File: config.mk
export PLATFORM = sky130hd
export DESIGN_NAME = uart_rx
export DESIGN_NICKNAME = d
export VERILOG_FILES = /design/src/rtl/uart_rx.sv
export SDC_FILE = /design/constraint.sdc
export NUM_CORES = 1
export LEC_CHECK = 0
export BUFFER_PORTS_ARGS = -buffer_cell sky130_fd_sc_hd__clkbuf_2
export CAP_MARGIN = 20
export CORE_MARGIN = 1
export CORE_UTILIZATION = 45
export DETAILED_ROUTE_END_ITERATION = 6
export SKIP_LAST_GASP = 1
export SLEW_MARGIN = 40
export SYNTH_ARGS = -nofsm -noshare
export SYNTH_HDL_FRONTEND = slang
export SYNTH_SLANG_ARGS = --single-unit
File: constraint.sdc
create_clock -name clk -period 2.3 [get_ports clk]
set_input_delay 0.345 -clock clk [delete_from_list [all_inputs] [get_ports clk]]
set_output_delay 0.345 -clock clk [all_outputs]
set_load 0.02 [all_outputs]
File: src/rtl/uart_rx.sv
// uart_rx -- 8-bit asynchronous serial receiver with a single-entry output buffer.
//
// Frame: 1 start bit, 8 data bits LSB first, optional even-parity bit, 1 stop bit.
// Define UART_RX_PARITY_EN to receive 8E1 frames; without it frames are 8N1
// and parity_err is tied low.
//
// Parameters:
//   CLKS_PER_BIT  clk cycles per serial bit (even, 4..65535)
// Ports:
//   clk          rising-edge system clock
//   rst_n        asynchronous active-low reset
//   rx           serial line input, idle high (asynchronous to clk)
//   data         received byte, stable while data_valid is high
//   data_valid   data holds a byte not yet consumed
//   data_ready   consumer accepts data when high together with data_valid
//   framing_err  one-cycle pulse: stop bit sampled low
//   overrun_err  one-cycle pulse: good byte dropped because the buffer was full
//   parity_err   one-cycle pulse: parity check failed (0 without parity)
//   busy         receiver is not idle
module uart_rx #(
  parameter int CLKS_PER_BIT = 16
) (
  input  logic       clk,
  input  logic       rst_n,
  input  logic       rx,
  output logic [7:0] data,
  output logic       data_valid,
  input  logic       data_ready,
  output logic       framing_err,
  output logic       overrun_err,
  output logic       parity_err,
  output logic       busy
);

  localparam int CW = $clog2(CLKS_PER_BIT);
  localparam logic [CW-1:0] FULL_LAST = CW'(CLKS_PER_BIT - 1);
  localparam logic [CW-1:0] HALF_LAST = CW'(CLKS_PER_BIT / 2 - 1);

`ifdef UART_RX_PARITY_EN
  typedef enum logic [2:0] {IDLE, START, DATA, PARITY, STOP, WAIT_IDLE} state_t;
`else
  typedef enum logic [2:0] {IDLE, START, DATA, STOP, WAIT_IDLE} state_t;
`endif

  state_t          state, state_nxt;
  logic            rx_m, rx_s;
  logic [CW-1:0]   cnt, cnt_nxt;
  logic [2:0]      bit_idx;
  logic [7:0]      sr;
  logic            shift_en;
  logic            stop_smp;
  logic            par_ok;
  logic            good;
  logic            full;

  // Two-flop synchronizer; resets to the idle line level so reset release
  // never looks like a start bit.
  always_ff @(posedge clk or negedge rst_n) begin
    if (!rst_n) begin
      rx_m <= 1'b1;
      rx_s <= 1'b1;
    end else begin
      rx_m <= rx;
      rx_s <= rx_m;
    end
  end

  always_ff @(posedge clk or negedge rst_n) begin
    if (!rst_n) state <= IDLE;
    else        state <= state_nxt;
  end

`ifdef UART_RX_PARITY_EN
  logic par_en;
  logic par_bit;
`endif

  always_comb begin
    state_nxt = state;
    cnt_nxt   = cnt + CW'(1);
    shift_en  = 1'b0;
    stop_smp  = 1'b0;
`ifdef UART_RX_PARITY_EN
    par_en    = 1'b0;
`endif
    case (state)
      IDLE: begin
        cnt_nxt = '0;
        if (!rx_s) state_nxt = START;
      end
      START: begin
        // Half a bit in: confirm the start bit, then realign to mid-bit.
        if (cnt == HALF_LAST) begin
          cnt_nxt   = '0;
          state_nxt = rx_s ? IDLE : DATA;
        end
      end
      DATA: begin
        if (cnt == FULL_LAST) begin
          cnt_nxt  = '0;
          shift_en = 1'b1;
`ifdef UART_RX_PARITY_EN
          if (bit_idx == 3'd7) state_nxt = PARITY;
`else
          if (bit_idx == 3'd7) state_nxt = STOP;
`endif
        end
      end
`ifdef UART_RX_PARITY_EN
      PARITY: begin
        if (cnt == FULL_LAST) begin
          cnt_nxt   = '0;
          par_en    = 1'b1;
          state_nxt = STOP;
        end
      end
`endif
      STOP: begin
        // Leave on the sample edge so a following start bit is not missed.
        if (cnt == FULL_LAST) begin
          cnt_nxt   = '0;
          stop_smp  = 1'b1;
          state_nxt = rx_s ? IDLE : WAIT_IDLE;
        end
      end
      WAIT_IDLE: begin
        // Hold off a break condition until the line returns high.
        cnt_nxt = '0;
        if (rx_s) state_nxt = IDLE;
      end
      default: begin
        cnt_nxt   = '0;
        state_nxt = IDLE;
      end
    endcase
  end

`ifdef UART_RX_PARITY_EN
  assign par_ok = ~(^sr ^ par_bit);
`else
  assign par_ok = 1'b1;
`endif

  assign good = stop_smp & rx_s & par_ok;
  // A full buffer that is not being drained this cycle cannot take a new byte.
  assign full = data_valid & ~data_ready;
  assign busy = (state != IDLE);

  always_ff @(posedge clk or negedge rst_n) begin
    if (!rst_n) begin
      cnt         <= '0;
      bit_idx     <= '0;
      sr          <= '0;
      data        <= '0;
      data_valid  <= 1'b0;
      framing_err <= 1'b0;
      overrun_err <= 1'b0;
    end else begin
      cnt         <= cnt_nxt;
      framing_err <= stop_smp & ~rx_s;
      overrun_err <= good & full;
      if (shift_en) begin
        sr      <= {rx_s, sr[7:1]};
        bit_idx <= bit_idx + 3'd1;   // wraps to 0 after bit 7, ready for next frame
      end
      if (good && !full) begin
        data       <= sr;
        data_valid <= 1'b1;
      end else if (data_valid && data_ready) begin
        data_valid <= 1'b0;
      end
    end
  end

`ifdef UART_RX_PARITY_EN
  always_ff @(posedge clk or negedge rst_n) begin
    if (!rst_n) begin
      par_bit    <= 1'b0;
      parity_err <= 1'b0;
    end else begin
      if (par_en) par_bit <= rx_s;
      parity_err <= stop_smp & ~par_ok;
    end
  end
`else
  assign parity_err = 1'b0;
`endif

endmodule

==> flow_summary.toml, run 1 <==
[status]
status = "finished, final reports clean"

[placed_design]
dp.cells = 130
buffer_ports.inserted = 15
hpwlAfterDp_mm = 1.31
gpl.final_weighted_congestion = 0.732
detailed_place.area_um2 = 1400

[routing]
drc = 0
postRouteWirelength_mm = 1.92
firstDrtPassIters = 4
wl_per_cell_um = 14.0
initialDrtViolationCount = 7
route.detailed.vias_per_inst = 5.26
route.antenna.remaining_nets = 0
route.vias.total = 721

[clock_network]
buffers_from_clock_root_to_sink_at_most = 2
clock-root-buffer = "clkbuf_4"
tritoncts_clock_tree = "yes"
total_of_hold_buffers_inserted_after_clock_tree_synthesis = 0
cts-htree-levels = 2
clock_latency_ns = 0.33
clkSlewWorstSetupHoldPaths_ns = 0.10
cts-resized-gates = 0
numCtsBuffers = 5
setup_buffers_after_cts = 0
cts_sinks = 31

[sta]
timing.final.setup_violations = 0
max_slew_violation_count = 0
timing.fmax_ghz = 0.570
grt_setup_unrepaired = "no"
count_of_final_hold_check_violations = 0
setup_total_negative_slack_ns = 0
finalCriticalPeriod_ns = 1.76
fin_skew_ns = 0.0152
timing_worst_slew_pin_value_ns = 0.657
slew-limit-headroom_pct = 56.2
fin_crit_sh_pct = 76.3

[synthesis]
yosys_warnings = 0
synthesized_net_count = 94
synth_area_leaders = "dfrtp_1, mux2_4, mux2_2"
dominant_cell_by_count_in_the_synthesized_netlist = "dfrtp_1"
ys_dominant_reg_cell = "dfrtp_1"
synth.yosys.seq_area_share_pct = 59.5
cell_type_with_the_highest_aggregate_area_in_the_netlist = "dfrtp_1"
netlist_instances = 87
synth-edff-count = 0
count_of_cell_types_in_the_netlist = 30
netlist_top_cells_count = "dfrtp_1, mux2_2, mux2_4"
syn_area_um2 = 1310
ys_async_sr_fraction_pct = 100
synth_seq_cells = 31
postSynthAreaPerCell_um2 = 15.0
yosysTopAreaCellShare_pct = 55.4

[critical_path]
cp-end-kind = "flop"
cp_data_required_time_ns = 2.51
setup.worst_path.class = "flop to flop"
ff2ff_setup_slack_ns = 0.54
setup.worst_path.start_class = "flop"
cp_slowest_cell = "nor3_4"
r2r-end = "data[1]"
crit_path_max_incr_delay_ns = 0.45
critical_path.reg2reg.startpoint = "cnt[0]"
cell_chain_of_the_critical_path = "ha_1, nand4_4, nor3_4, mux2_2"
worst-path-max-fanout = 8
worst_endpoint_data_arrival_time_ns = 1.97
setup.worst_path.start = "cnt[0]"
worst-r2r-cell-count = 4
worstSetupEndpoint = "data[1]"

[floorplanning]
die_width_um = 55.9
rows = 19
pin_count = 17
initial_core_util_pct = 47.5
die_height_um = 55.9
design.die.area_um2 = 3130
fp.coreArea_um2 = 2760

[flow_run]
max_cap_violations = 0

[final_layout]
nets = 113
final_std_cell_area_no_fill_um2 = 1460
areaGrowthSynthToFinish_pct = 11.3
post_route_cells_drive_above_1_share_pct = 45.3
finish.cell_count_without_fillers = 137
insertedDiodeCount = 0

[pwr]
comb_power_share_pct = 8.8
sequentialPowerShare_pct = 60.2
clkPwrFrac_pct = 31.0
vdd_ir_drop_max_mv = 0.469
sw_frac_of_total_pct = 25.7
power.internal_mw = 0.758
cellLeakagePower_nw = 0.762
power.density_cell_area_nw_per_um2 = 701
power_switching_mw = 0.262

[global_routing]
number_of_global_route_vias_before_repair = 723
grt_first_pass_wirelength_mm = 3.44
grt_overflow_total = 0
track_usage_pct = 15.1
grt_max_degree = 32
initial_antenna_violation_count = 0

[hold_path]
timing.hold.worst.class = "input pin to async pin"
-- worst max-delay path: cells and delay by family (launching register included) --
kind,cells,cell delay (ns)
and+or+nand+nor,2,0.60
muxes,1,0.39
DFF,1,0.38
adders and majority gates,1,0.28
-- final cells by class --
| cell class | count | area, µm² |
|---|---|---|
| Fill cell | 233 | 1300 |
| Sequential cell | 31 | 778 |
| Multi-Input combinational cell | 52 | 504 |
| Timing Repair Buffer | 15 | 75.1 |
| Clock buffer | 6 | 51.3 |
| Tap cell | 31 | 38.8 |
| Clock inverter | 1 | 5.00 |
| Inverter | 1 | 3.75 |
-- per-layer routing --
layer / share of wire [%] / track usage [%] / vias up / wire (µm)
met2: 40 / 20.5 / 17 / 771
met5: 0 / 0 / - / 0
li1: - / - / 345 / -
met4: 2.3 / 6.27 / 0 / 44
met1: 52 / 20.3 / 354 / 1010
met3: 5.0 / 7.67 / 5 / 97
-- logic make-up (layout without fill, tap and decap cells) --
kind of cell,count (synthesis),in the layout,synth area share [%]
muxes,19,19,18.9
buffers and inverters,4,23,2.01
other,1,1,0.287
DFF,31,31,59.5
adders and majority gates,3,3,2.87
and+or+nand+nor,19,19,10.5
xor gates and xnor gates,4,4,2.68
AOI/OAI and AO/OA,6,6,3.25
-- registers in the layout, summed over array words and instances (netlist names) --
name / flops
bit_idx: 3
cnt: 4
data: 8
data_valid: 1
framing_err: 1
overrun_err: 1
rx_m: 1
rx_s: 1
sr: 8
state: 3
-- per-stage QoR --
step	hold WS, ns	utilization [%]	setup WS, ns	total power, mW
2_1_floorplan	0.0494	-	0.657	0.683
3_3_place_gp	0.346	50.8	0.618	0.711
3_5_place_dp	0.354	50.8	0.556	0.716
4_1_cts	0.0775	52.8	0.537	1.03
5_1_grt	0.0715	52.8	0.441	1.08
6_report	0.0344	52.8	0.545	1.02
-- power by group through the flow --
stage | sequential (mW) | clock [mW] | combinational, mW
5_1_grt | 0.621 | 0.360 | 0.102
6_report | 0.614 | 0.317 | 0.0897
3_3_place_gp | 0.624 | 0 | 0.0870
3_5_place_dp | 0.625 | 0 | 0.0909
2_1_floorplan | 0.616 | 0 | 0.0670
4_1_cts | 0.614 | 0.329 | 0.0914
-- layout by cell type (no fill, tap or decap), drive strengths merged --
master,netlist,routed
nand3b,1,1
and3,1,1
nor3,2,2
or3b,1,1
clkinv,0,1
a21oi,2,2
conb,1,1
nand2,2,2
dfstp,2,2
mux2,19,19
nor3b,2,2
or3,2,2
dfrtp,29,29
xor2,1,1
nor2,4,4
clkbuf,1,20
ha,3,3
a311o,1,1
inv,1,1
or2,1,1
nand3,1,1
nand4,1,1
a211oi,2,2
nor2b,1,1
xnor2,3,3
o21bai,1,1
buf,2,1
-- worst min path at each step --
stage                from           to  slack, ns  cells past startpoint
global route        rst_n        sr[7]       0.07                      1
floorplan           rst_n   bit_idx[0]       0.05                      0
global placement     rx_m         rx_s       0.35                      0
finish              rst_n  framing_err       0.03                      1
detailed placement   rx_m         rx_s       0.35                      0
CTS                 rst_n  framing_err       0.08                      1
Power figures use the tool's default switching activity.
==> run 2: changes to the inputs <==
--- a/config.mk
+++ b/config.mk
@@ -5,11 +5,13 @@
 export SDC_FILE = /design/constraint.sdc
 export NUM_CORES = 1
 export LEC_CHECK = 0
+export ABC_AREA = 1
 export BUFFER_PORTS_ARGS = -buffer_cell sky130_fd_sc_hd__clkbuf_2
 export CAP_MARGIN = 20
 export CORE_MARGIN = 1
 export CORE_UTILIZATION = 45
 export DETAILED_ROUTE_END_ITERATION = 6
+export PLACE_DENSITY = 0.67
 export SKIP_LAST_GASP = 1
 export SLEW_MARGIN = 40
 export SYNTH_ARGS = -nofsm -noshare
==> constraint.sdc (replaced) <==
create_clock -name clk -period 1.6 [get_ports clk]
set_input_delay 0.24 -clock clk [delete_from_list [all_inputs] [get_ports clk]]
set_output_delay 0.24 -clock clk [all_outputs]
set_load 0.02 [all_outputs]
==> run 2 against run 1 <==
Largest cell class unchanged. Sequential power up 52%. Largest power group unchanged. Routed wire length up 15%. Power increased by 94%.
==> flow_summary.toml, run 2 <==
[synthesis]
synth-edff-count = 0
ys_dominant_reg_cell = "dfrtp_1"
count_of_cell_types_in_the_netlist = 25
cell_type_with_the_highest_aggregate_area_in_the_netlist = "dfrtp_1"
dominant_cell_by_count_in_the_synthesized_netlist = "nand2_1"
synth_area_leaders = "dfrtp_1, o21ai_2, nand2_1"
synth.yosys.seq_area_share_pct = 55.1
netlist_instances = 138
netlist_top_cells_count = "nand2_1, dfrtp_1, inv_1, o21ai_2, nor2_1"
yosys_warnings = 0
postSynthAreaPerCell_um2 = 10.2
syn_area_um2 = 1410
synthesized_net_count = 145
synth_seq_cells = 31
yosysTopAreaCellShare_pct = 51.4
ys_async_sr_fraction_pct = 100

[final_layout]
layout_commonest_cell = "nand2_1"
final_std_cell_area_no_fill_um2 = 1620
nets = 167
mostFrequentLayoutCells = "nand2_1, dfrtp_1, inv_1, o21ai_2, clkbuf_2"
post_route_cells_drive_above_1_share_pct = 32.3
finish.cell_count_without_fillers = 192
top_regs = "data (8), sr (8), cnt (4)"
areaGrowthSynthToFinish_pct = 14.8
insertedDiodeCount = 0

[clock_network]
clock_latency_ns = 0.33
clkSlewWorstSetupHoldPaths_ns = 0.09
cts-htree-levels = 2
numCtsBuffers = 5
tritoncts_clock_tree = "yes"
cts_sinks = 31
clock-root-buffer = "clkbuf_4"
buffers_from_clock_root_to_sink_at_most = 2

[routing]
route.antenna.remaining_nets = 0
postRouteWirelength_mm = 2.22
route.detailed.vias_per_inst = 4.98
wl_per_cell_um = 11.5
firstDrtPassIters = 6
route.vias.total = 957
initialDrtViolationCount = 28
drc = 0

[placed_design]
hpwlAfterDp_mm = 1.59
dp.cells = 182
gpl.final_weighted_congestion = 0.835
buffer_ports.inserted = 15
detailed_place.area_um2 = 1510

[critical_path]
cp-end-kind = "primary output"
cp_data_required_time_ns = 1.36
worst_endpoint_data_arrival_time_ns = 1.23
setup.worst_path.start_class = "flop"
setup.worst_path.class = "flop to primary output"
worst-path-max-fanout = 7

[global_routing]
number_of_global_route_vias_before_repair = 913
initial_antenna_violation_count = 0
track_usage_pct = 16.7
grt_max_degree = 32
grt_first_pass_wirelength_mm = 4.15
grt_overflow_total = 0

[pwr]
power_switching_mw = 0.615
comb_power_share_pct = 20.7
sw_frac_of_total_pct = 31.1
power.internal_mw = 1.36
vdd_ir_drop_max_mv = 0.671
cellLeakagePower_nw = 0.811
clkPwrFrac_pct = 32.2
sequentialPowerShare_pct = 47.1
power.density_cell_area_nw_per_um2 = 1220

[sta]
fin_skew_ns = 0.00989
setup_total_negative_slack_ns = 0
fin_crit_sh_pct = 92.2
timing.fmax_ghz = 0.678
timing.final.setup_violations = 0
count_of_final_hold_check_violations = 0
grt_setup_unrepaired = "no"
finalCriticalPeriod_ns = 1.47
max_slew_violation_count = 0

[floorplanning]
fp.coreArea_um2 = 2850
design.die.area_um2 = 3370
pin_count = 17
die_height_um = 58.0
die_width_um = 58.0
rows = 19
initial_core_util_pct = 49.5

[status]
status = "finished, final reports clean"

[hold_path]
timing.hold.worst.class = "input pin to flop"

[flow_run]
max_cap_violations = 0
-- run 2: changes by cell type in the layout (fill, tap and decap cells not counted), sizes merged, moves of 3 or more --
cell | previous run | this run
mux2 | 19 | 0
nand2 | 2 | 30
nand3 | 1 | 8
inv | 1 | 19
xnor2 | 3 | 0
nor2 | 4 | 11
o21ai | 0 | 19
-- run 2: logic make-up (layout without fill, tap and decap cells) --
family                     count (synthesis)  in the layout  share of synthesized area [%]
buffers and inverters                     23             46                           7.97
xor gates and xnor gates                   2              2                           1.24
and+or+nand+nor                           56             56                           20.1
DFF                                       31             31                           55.1
AOI/OAI and AO/OA                         22             22                           12.7
adders and majority gates                  3              3                           2.66
other                                      1              1                          0.265
-- run 2: stage by stage --
stage	worst slack (ns)	hold slack (ns)	util, %	total power [mW]
detailed placement	0.136	0.275	53.0	1.35
global placement	0.201	0.270	53.0	1.34
floorplan	0.276	-0.0556	-	1.24
global route	0.0180	0.278	56.8	2.10
finish	0.125	0.261	56.8	1.98
CTS	0.0975	0.254	56.8	1.99
-- run 2: power by group through the flow --
stage | sequential, mW | combinational [mW] | clock (mW)
final | 0.932 | 0.410 | 0.636
after global placement | 0.941 | 0.396 | 0
after floorplan | 0.930 | 0.308 | 0
after detailed placement | 0.946 | 0.401 | 0
after CTS | 0.931 | 0.406 | 0.657
after global routing | 0.943 | 0.469 | 0.686
-- run 2: final cells by class --
| type | instances | area (µm²) |
|---|---|---|
| multi-input combinational | 84 | 524 |
| tap | 31 | 38.8 |
| clock inverter | 2 | 35.0 |
| fill | 265 | 1230 |
| sequential | 31 | 778 |
| clock buffer | 6 | 51.3 |
| inverter | 19 | 71.3 |
| timing repair buffer | 19 | 123 |
-- run 2: final timing paths --
check | slack (ns) | cells after the start | startpoint | end
worst min-delay path | 0.26 | 4 | data_ready | data_valid
min in group asynchronous | 0.44 | 3 | rst_n | framing_err
worst max register to register | 0.14 | 5 | cnt[0] | bit_idx[0]
worst max-delay path | 0.13 | 3 | state[2] | busy
max in group asynchronous | 0.83 | 3 | rst_n | rx_m
worst min register to register | 0.36 | 0 | rx_m | rx_s
-- run 2: timing repair --
item | 4_1_cts | 5_1_grt
resized for setup | 0 | 1
setup endpoints to repair | 0 | 2
hold buffers | 2 | 0
endpoints found under the hold margin | 30 | 0
buffers inserted | 0 | 0
-- run 2: worst max-delay path, cell delays in order (launching register included) --
cell and delay [ns]:
dfrtp_1 0.49, nor2_2 0.20, nand2_1 0.07, clkbuf_2 0.15
-- run 2: routing by layer --
metal / part of all wire, % / vias to the layer above / track usage (%)
met5: 0 / - / 0
met1: 47 / 445 / 21.1
met2: 46 / 24 / 25.5
li1: - / 482 / -
met4: 2.6 / 0 / 10.2
met3: 4.9 / 6 / 4.69
==> run 3: changes to the inputs <==
--- a/config.mk
+++ b/config.mk
@@ -11,7 +11,6 @@
 export CORE_MARGIN = 1
 export CORE_UTILIZATION = 45
 export DETAILED_ROUTE_END_ITERATION = 6
-export PLACE_DENSITY = 0.67
 export SKIP_LAST_GASP = 1
 export SLEW_MARGIN = 40
 export SYNTH_ARGS = -nofsm -noshare
==> constraint.sdc (replaced) <==
create_clock -name clk -period 1.85 [get_ports clk]
set_input_delay 0.2775 -clock clk [delete_from_list [all_inputs] [get_ports clk]]
set_output_delay 0.2775 -clock clk [all_outputs]
set_load 0.02 [all_outputs]
==> run 3 against run 2 <==
Final area is 1.4% lower. Largest cell class unchanged. Critical endpoint is now bit_idx[0]. Via count is 2.7% lower. Sequential power is 13% lower. Largest power group unchanged. Setup slack better by 0.17 ns. Worst hold slack better by 0.00097 ns. First-iteration DRC count is 57% higher. Non-clock buffer count is 1 lower. Register-to-register slack better by 0.15 ns. Flip-flop and latch count stayed put.
==> flow_summary.toml, run 3 (synthesized netlist as in run 2, its figures left out) <==
[status]
status = "finished, final reports clean"

[sta]
slew-limit-headroom_pct = 55.6
timing.final.setup_violations = 0
finalCriticalPeriod_ns = 1.56
fin_skew_ns = 0.0147
timing_worst_slew_pin_value_ns = 0.665
fin_crit_sh_pct = 84.1
count_of_final_hold_check_violations = 0
hold-worst-slack_ns = 0.262
grt_setup_unrepaired = "no"
max_slew_violation_count = 0
setup_total_negative_slack_ns = 0
timing.fmax_ghz = 0.642

[floorplanning]
die_height_um = 58.0
initial_core_util_pct = 49.5
design.die.area_um2 = 3370
pin_count = 17
fp.coreArea_um2 = 2850
die_width_um = 58.0
rows = 19

[critical_path]
worst-path-max-fanout = 21
cp_slowest_cell = "dfrtp_1"
setup.worst_path.start_class = "flop"
crit_buf_inv = 1
cp-end-kind = "flop"
setup.worst_path.class = "flop to flop"
crit_path_max_incr_delay_ns = 0.39
cp_data_required_time_ns = 2.10
worst_endpoint_data_arrival_time_ns = 1.81
worst-r2r-cell-count = 5
path_delay_family = "flip-flops"
worstSetupPathDepth = 5
cell_chain_of_the_critical_path = "ha_1, nand3_4, nor3_4, buf_4, xor2_1"

[global_routing]
number_of_global_route_vias_before_repair = 907
initial_antenna_violation_count = 0
track_usage_pct = 17.5
grt_overflow_total = 0
grt_first_pass_wirelength_mm = 4.22
grt_max_degree = 32

[pwr]
sequentialPowerShare_pct = 47.0
power.total_mw = 1.72
power.density_cell_area_nw_per_um2 = 1070
power.internal_mw = 1.18
vdd_ir_drop_max_mv = 0.778
power_switching_mw = 0.540
comb_power_share_pct = 20.4
sw_frac_of_total_pct = 31.5
clkPwrFrac_pct = 32.6
cellLeakagePower_nw = 0.803

[final_layout]
mostFrequentLayoutCells = "nand2_1, dfrtp_1, inv_1, o21ai_2, clkbuf_2"
filler_cell_count = 264
areaGrowthSynthToFinish_pct = 13.2
top_regs = "data (8), sr (8), cnt (4)"
post_route_cells_drive_above_1_share_pct = 31.3
finish.cell_count_without_fillers = 191
layout_commonest_cell = "nand2_1"
nets = 166
final_core_util_pct = 56.1
insertedDiodeCount = 0

[clock_network]
cts-htree-levels = 2
tritoncts_clock_tree = "yes"
clkSlewWorstSetupHoldPaths_ns = 0.11
buffers_from_clock_root_to_sink_at_most = 2
clock_latency_ns = 0.34
setup_buffers_after_cts = 0
cts_sinks = 31
cts-resized-gates = 0
numCtsBuffers = 5
clock-root-buffer = "clkbuf_4"

[routing]
wl_per_cell_um = 12.2
firstDrtPassIters = 6
route.vias.total = 931
route.antenna.remaining_nets = 0
route.detailed.vias_per_inst = 4.87
postRouteWirelength_mm = 2.33
drc = 0
initialDrtViolationCount = 44

[placed_design]
dp.cells = 181
gpl.final_weighted_congestion = 0.858
hpwlAfterDp_mm = 1.62
buffer_ports.inserted = 15

[flow_run]
max_cap_violations = 0

[hold_path]
timing.hold.worst.class = "input pin to flop"
whs_path_depth = 4
## run 3: changes by cell type in the layout (fill, tap and decap cells not counted)
cell	delta
buf_12	-1
buf_2	+1
clkbuf_2	-1
nor2_1	+1
nor2_2	-1
## run 3: power by group through the flow
stage,Combinational (mW),Clock (mW),Sequential [mW]
2_1_floorplan,0.267,0,0.804
3_3_place_gp,0.346,0,0.815
3_5_place_dp,0.345,0,0.819
4_1_cts,0.350,0.578,0.805
5_1_grt,0.400,0.618,0.819
6_report,0.349,0.559,0.807
## run 3: per-stage QoR
stage,setup WS (ns),area [µm²]
finish,0.293,1600
global route,0.153,1600
CTS,0.280,1600
detailed placement,0.310,1490
global placement,0.411,1490
floorplan,0.526,1410
## run 3: worst paths after layout
check,startpoint,slack (ns),end
worst max-delay path,cnt[0],0.29,bit_idx[0]
worst min-delay path,data_ready,0.26,data_valid
worst max register to register,cnt[0],0.29,bit_idx[0]
worst min register to register,rx_m,0.36,rx_s
max in group asynchronous,rst_n,0.92,state[0]
min in group asynchronous,rst_n,0.48,data_valid
## run 3: area by class of cell
type                    instances  area, µm²  area share (%)
clock buffers                   6       51.3            3.21
clock inverters                 2       35.0            2.19
inverters                      19       71.3            4.46
multi-input cells              84        522            32.6
flip-flops and latches         31        778            48.7
well taps                      31       38.8            2.43
repair buffers                 18        103            6.42
## run 3: per-layer routing
metal  track usage (%)  wire length, µm  vias up
li1                  -                -      482
met1              23.4             1170      422
met2              24.6             1020       20
met3              4.69               74        7
met4              12.2               67        0
met5                 0                0        -
## run 3: what timing repair did
item | 4_1_cts | 5_1_grt
setup endpoints to repair | 0 | 0
endpoints found under the hold margin | 11 | 0
hold buffers | 2 | 0
## run 3: worst reg2reg max path, cell delays in order (launching register included)
cell and delay (ns):
dfrtp_1 0.39, ha_1 0.26, nand3_4 0.15, nor3_4 0.18, buf_4 0.30, xor2_1 0.20
